File: src/rtl/input_debouncer.sv
// -----------------------------------------------------------------------------
// input_debouncer
//
// Conditions a raw asynchronous level input (button, switch, external strobe)
// before it reaches the edge detector. The input first passes through an
// N-flop synchroniser. A counter-based FSM then qualifies every level change.
// in_clean only changes after the synchronised level has held its new value
// for DEBOUNCE_CYCLES+1 consecutive clock edges. Any revert during that
// window discards the qualification and restarts it from zero.
//
// Parameters
//   SYNC_STAGES      synchroniser depth (>= 2)
//   DEBOUNCE_CYCLES  stability window in clk cycles (>= 1)
//   RESET_LEVEL      value loaded into sync flops and in_clean during reset
//
// Ports
//   clk         in   rising-edge clock
//   rst_n       in   asynchronous active-low reset
//   in_raw      in   raw asynchronous level input
//   in_clean    out  debounced, synchronised level (registered)
//   settling    out  high while a level change is being qualified (registered)
//   rise_pulse  out  one-cycle pulse on in_clean 0->1 (DEBOUNCER_EDGE_OUT_EN only)
//   fall_pulse  out  one-cycle pulse on in_clean 1->0 (DEBOUNCER_EDGE_OUT_EN only)
//
// Optional feature
//   Define DEBOUNCER_EDGE_OUT_EN to add the rise_pulse/fall_pulse outputs.
//   When the macro is undefined those ports and their logic are absent.
//
// Handshake: none. The block is a free-running level filter. in_clean is
// valid on every cycle, and there is no backpressure.
// -----------------------------------------------------------------------------
module input_debouncer #(
    parameter int   SYNC_STAGES     = 2,
    parameter int   DEBOUNCE_CYCLES = 1000,
    parameter logic RESET_LEVEL     = 1'b0
) (
    input  logic clk,
    input  logic rst_n,
    input  logic in_raw,
    output logic in_clean,
    output logic settling
`ifdef DEBOUNCER_EDGE_OUT_EN
    ,
    output logic rise_pulse,
    output logic fall_pulse
`endif
);

    localparam int CNT_W = $clog2(DEBOUNCE_CYCLES + 1);
    localparam logic [CNT_W-1:0] CNT_LAST = CNT_W'(DEBOUNCE_CYCLES - 1);

    typedef enum logic [1:0] {
        STABLE_LO = 2'd0,
        CHECK_HI  = 2'd1,
        STABLE_HI = 2'd2,
        CHECK_LO  = 2'd3
    } state_t;

    localparam state_t RESET_STATE = RESET_LEVEL ? STABLE_HI : STABLE_LO;

    // Synchroniser: a plain shift chain with no logic between the flops.
    logic [SYNC_STAGES-1:0] sync;
    logic                   s;

    always_ff @(posedge clk or negedge rst_n) begin
        if (!rst_n) begin
            sync <= {SYNC_STAGES{RESET_LEVEL}};
        end else begin
            sync <= {sync[SYNC_STAGES-2:0], in_raw};
        end
    end

    assign s = sync[SYNC_STAGES-1];

    // Debounce FSM
    state_t           state, state_next;
    logic [CNT_W-1:0] cnt, cnt_next;
    logic             clean_next;
    logic             settling_next;

    always_ff @(posedge clk or negedge rst_n) begin
        if (!rst_n) begin
            state    <= RESET_STATE;
            cnt      <= '0;
            in_clean <= RESET_LEVEL;
            settling <= 1'b0;
        end else begin
            state    <= state_next;
            cnt      <= cnt_next;
            in_clean <= clean_next;
            settling <= settling_next;
        end
    end

    always_comb begin
        state_next = state;
        cnt_next   = cnt;
        clean_next = in_clean;
        case (state)
            STABLE_LO: begin
                if (s) begin
                    state_next = CHECK_HI;
                    cnt_next   = '0;
                end
            end
            CHECK_HI: begin
                if (!s) begin
                    // A glitch is rejected here, and in_clean keeps its level.
                    state_next = STABLE_LO;
                    cnt_next   = '0;
                end else if (cnt == CNT_LAST) begin
                    state_next = STABLE_HI;
                    clean_next = 1'b1;
                    cnt_next   = '0;
                end else begin
                    cnt_next = cnt + CNT_W'(1);
                end
            end
            STABLE_HI: begin
                if (!s) begin
                    state_next = CHECK_LO;
                    cnt_next   = '0;
                end
            end
            CHECK_LO: begin
                if (s) begin
                    state_next = STABLE_HI;
                    cnt_next   = '0;
                end else if (cnt == CNT_LAST) begin
                    state_next = STABLE_LO;
                    clean_next = 1'b0;
                    cnt_next   = '0;
                end else begin
                    cnt_next = cnt + CNT_W'(1);
                end
            end
            default: begin
                state_next = RESET_STATE;
                cnt_next   = '0;
            end
        endcase
        // settling is registered from the next state. It rises on the edge
        // that enters CHECK_* and falls on the edge that leaves it.
        settling_next = (state_next == CHECK_HI) || (state_next == CHECK_LO);
    end

`ifdef DEBOUNCER_EDGE_OUT_EN
    // The pulses are registered from the same next-level compare. Each pulse
    // therefore coincides with the in_clean transition. Both pulses cannot be
    // high together, because in_clean moves in only one direction per edge.
    always_ff @(posedge clk or negedge rst_n) begin
        if (!rst_n) begin
            rise_pulse <= 1'b0;
            fall_pulse <= 1'b0;
        end else begin
            rise_pulse <= clean_next & ~in_clean;
            fall_pulse <= ~clean_next & in_clean;
        end
    end
`endif

endmodule
File: config.mk
export PLATFORM = sky130hd
export DESIGN_NAME = input_debouncer
export DESIGN_NICKNAME = d
export VERILOG_FILES = /design/src/rtl/input_debouncer.sv
export SDC_FILE = /design/constraint.sdc
export NUM_CORES = 1
export LEC_CHECK = 0
export ABC_AREA = 1
export CAP_MARGIN = 15
export CORE_ASPECT_RATIO = 1.2
export CORE_MARGIN = 2
export CORE_UTILIZATION = 44
export DETAILED_ROUTE_END_ITERATION = 8
export DONT_BUFFER_PORTS = 1
export GPL_TIMING_DRIVEN = 0
export PLACE_DENSITY = 0.59
export SYNTH_ARGS = -nofsm -noshare
export SYNTH_HDL_FRONTEND = slang
export SYNTH_SLANG_ARGS = --single-unit
File: constraint.sdc
create_clock -name clk -period 1.7 [get_ports clk]
set_clock_uncertainty 0.2 [all_clocks]
set_input_delay 0.17 -clock clk [delete_from_list [all_inputs] [get_ports clk]]
set_output_delay 0.17 -clock clk [all_outputs]
set_load 0.02 [all_outputs]
==> results by group <==
STA
  • Minimum clock period: about 1.5 ns
  • Final critical-path share of the clock period: about nine tenths
  • Setup total negative slack: 0 ns
  • Final Slew Violations: 0
  • Highest Clock Rate: about 0.65 GHz
  • Actual slew at the worst max-slew pin: 0.702 ns
  • Unrepaired setup endpoints after global routing: false
  • Worst slew margin: approximately 53%
  • Final WS setup: 0.166 ns
  • Hold Violations, Final: 0
  • Setup violation total in the final timing report: 0

Floorplanning
  • Horizontal die dimension: 42.2 um
  • Area of the core: ~1600 um2
  • Die area: roughly 2100 um2
  • Height of the chip: roughly 50 um
  • Top-level I/O count: 5
  • Starting Density: about 47%
  • Number of standard-cell rows in the floorplan: 16

Clock tree
  • Source-to-sink clock delay at the later pin of the worst-skew pair: 0.29 ns
  • Number of clock sinks seen by CTS: 15
  • CTS Buffer Depth: 2
  • Number of buffers created by CTS: 3
  • CTS tree: built
  • H-tree depth: 1
  • Number of buffers inserted to repair setup after CTS: 0
  • Clk root buf: sky130_fd_sc_hd__clkbuf_4
  • Clock-pin slew on the worst setup and hold paths: roughly 0.1 ns

GRT
  • Number of antenna violations at the first check in global routing: 0
  • Remaining Overflow, GRT: 0
  • Global-route wire length before repair: approximately 2500 um
  • GRT Total Usage: between 10% and 20%
  • Number of global-route vias before repair: a little under 600
  • Largest net degree at the start of global routing: 16

Finish
  • Layout filler cell count: 160
  • Layout overhead on the synthesized area: 9.56%
  • Footprint of the multi-input gates: approximately 340 um2
  • Most frequent cells in the layout: sky130_fd_sc_hd__nand2_1 (32), sky130_fd_sc_hd__inv_1 (16), sky130_fd_sc_hd__dfrtp_1 (15)
  • Reg area: approximately 380 um2
  • Most common cell after layout, fill and taps aside: sky130_fd_sc_hd__nand2_1
  • Share of cells above drive strength 1: approximately a tenth
  • Final net count: roughly 110
  • Final antenna diode count: 0

Power and ir drop
  • Highest ir drop seen on vdd: about 0.00035 V
  • Power density over cell area: around 730 nW/um2
  • Leakage dissipation: ~0.00044 uW

Place
  • Dpl hpwl: about 1100 um
  • Setup WS pre-CTS: about 0.095 ns
  • Final RePlAce weighted congestion: a little under 0.8
  • Port Buffers: 0

Logic synthesis
  • Mapped Cells: slightly below 100
  • Total nets after synthesis: slightly above 100
  • Synthesis-stage register bit count: 15
  • Post-synthesis sequential area ratio: approximately half
  • Area of the mapped netlist: between 700 and 800 um2
  • Number of unique standard cell types used by synthesis: 18
  • Mean Syn Cell Area: approximately 8 um2
  • Number of warning messages in the yosys log: 0

Worst setup path
  • Slowest stage cell, crit path: sky130_fd_sc_hd__dfrtp_1
  • Family with the most delay on the worst path: simple AND/OR/NAND/NOR gates
  • Most common cell on crit path: sky130_fd_sc_hd__nand2_1
  • Critical Path Source Type: register
  • Worst-case register-to-register setup slack: approximately 0.17 ns
  • Max incr delay on CP: 0.40 ns
  • Data required, critical path: about 1.7 ns
  • Count of cells along the worst register-to-register path: 6
  • Reg2reg end: in_clean
  • Critical Setup Path Class: register to register
  • Category of the worst setup path capture point: register
  • Number of buffer and inverter stages on the critical path: 0
  • Data arrival at the endpoint of the critical path: approximately 1.5 ns
  • Reg-to-reg startpoint: cnt[0]
  • Top fanout value on the critical path: 5
  • Critical Path, Cell by Cell: ha_1 -> nand2_1 -> nor2_2 -> nand3_2 -> o21ai_0 -> nand2_1

Routing
  • Post-Route WL: roughly 1500 um
  • Via/cell ratio: 5.02
  • Mean routed wirelength per cell: about 12 um
  • Vias: 613
  • Initial DRC Count: 17
  • Drt first pass iters: 4
  • Final antenna-violating net count: 0
  • Total DRC errors in the routed layout: 0

Job
  • Reported max-cap violation count: 0

Run status
  • Run status: finished, final reports clean

Min path
  • Class of the most critical hold timing path: primary input to asynchronous set/reset pin
## final cells by class
class / instances / share of cell area [%]
Clock buffer: 3 / 2.66
Clock inverter: 1 / 0.592
Inverter: 16 / 7.10
Multi-Input combinational cell: 67 / 40.2
Sequential cell: 15 / 44.4
Tap cell: 18 / 2.66
Timing Repair Buffer: 2 / 2.37
## per-layer routing
| layer | track usage, % | part of all wire (%) | wire length [um] |
|---|---|---|---|
| met1 | 20.6 | 49 | 721 |
| met2 | 24.4 | 47 | 680 |
| met3 | 3.66 | 1.9 | 28 |
| met4 | 7.81 | 1.9 | 27 |
| met5 | 0 | 0 | 0 |
## state kept, by name, summed over array words and instances, names as in the netlist
register  cells
cnt          10
in_clean      1
settling      1
state         1
sync          2
## cells by family (layout without fill, tap and decap cells)
logic type                 Yosys count  count (layout)  synth area share (%)
and+or+nand+nor                     52              52                  30.5
buffers and inverters               16              22                  7.78
DFF                                 15              15                  48.6
AOI/OAI and AO/OA                   12              12                  9.24
xor gates and xnor gates             2               2                  2.27
adders and majority gates            1               1                  1.62
## synthesized netlist by cell type
master	n	share of area [%]
sky130_fd_sc_hd__o21bai_1	1	0.97
sky130_fd_sc_hd__o21ai_0	6	3.9
sky130_fd_sc_hd__or2_0	1	0.81
sky130_fd_sc_hd__nand3_1	10	6.5
sky130_fd_sc_hd__nor2_4	1	1.5
sky130_fd_sc_hd__o31ai_1	1	0.97
sky130_fd_sc_hd__ha_1	1	1.6
sky130_fd_sc_hd__nand4_1	1	0.81
sky130_fd_sc_hd__a21o_2	1	1.1
sky130_fd_sc_hd__a21oi_1	1	0.65
sky130_fd_sc_hd__nand3_2	2	2.6
sky130_fd_sc_hd__nor2_1	4	1.9
sky130_fd_sc_hd__xor2_1	2	2.3
sky130_fd_sc_hd__nor2_2	1	0.81
sky130_fd_sc_hd__dfrtp_1	15	49
sky130_fd_sc_hd__o22ai_1	2	1.6
sky130_fd_sc_hd__inv_1	16	7.8
sky130_fd_sc_hd__nand2_1	32	16
## through the flow
stage	hold slack (ns)	utilization (%)	std cells	power, uW	cell area, um2
floorplan	-0.326	-	98	393	772
global placement	-0.325	48.4	116	399	795
detailed placement	-0.325	48.4	116	400	795
CTS	0.169	51.3	122	616	842
global route	0.202	51.5	122	644	846
finish	0.158	51.5	122	615	846
## power breakdown
part | leakage, uW | internal [uW] | switching (uW) | total (uW)
Combinational | 0.000218 | 9.40 | 22.0 | 31.4
Sequential | 0.000201 | 364 | 7.56 | 372
Clock | 0.0000177 | 87.5 | 125 | 212
## repair_timing
item                                    4_1_cts  5_1_grt
endpoints found under the hold margin        16        0
resized for setup                             0        1
endpoints found under the setup margin        0        3
hold buffers                                  2        0
## how the worst max path moves through the flow
stage                     startpoint        to  slack (ns)  cells past startpoint
after floorplan               cnt[0]    cnt[7]        0.29                      6
after global placement        cnt[0]    cnt[7]         0.1                      6
after detailed placement      cnt[0]    cnt[9]        0.09                      6
after CTS                     cnt[0]    cnt[9]        0.08                      6
after global routing          cnt[0]  in_clean        0.01                      6
final                         cnt[0]  in_clean        0.17                      6
Power figures use the tool's default switching activity.
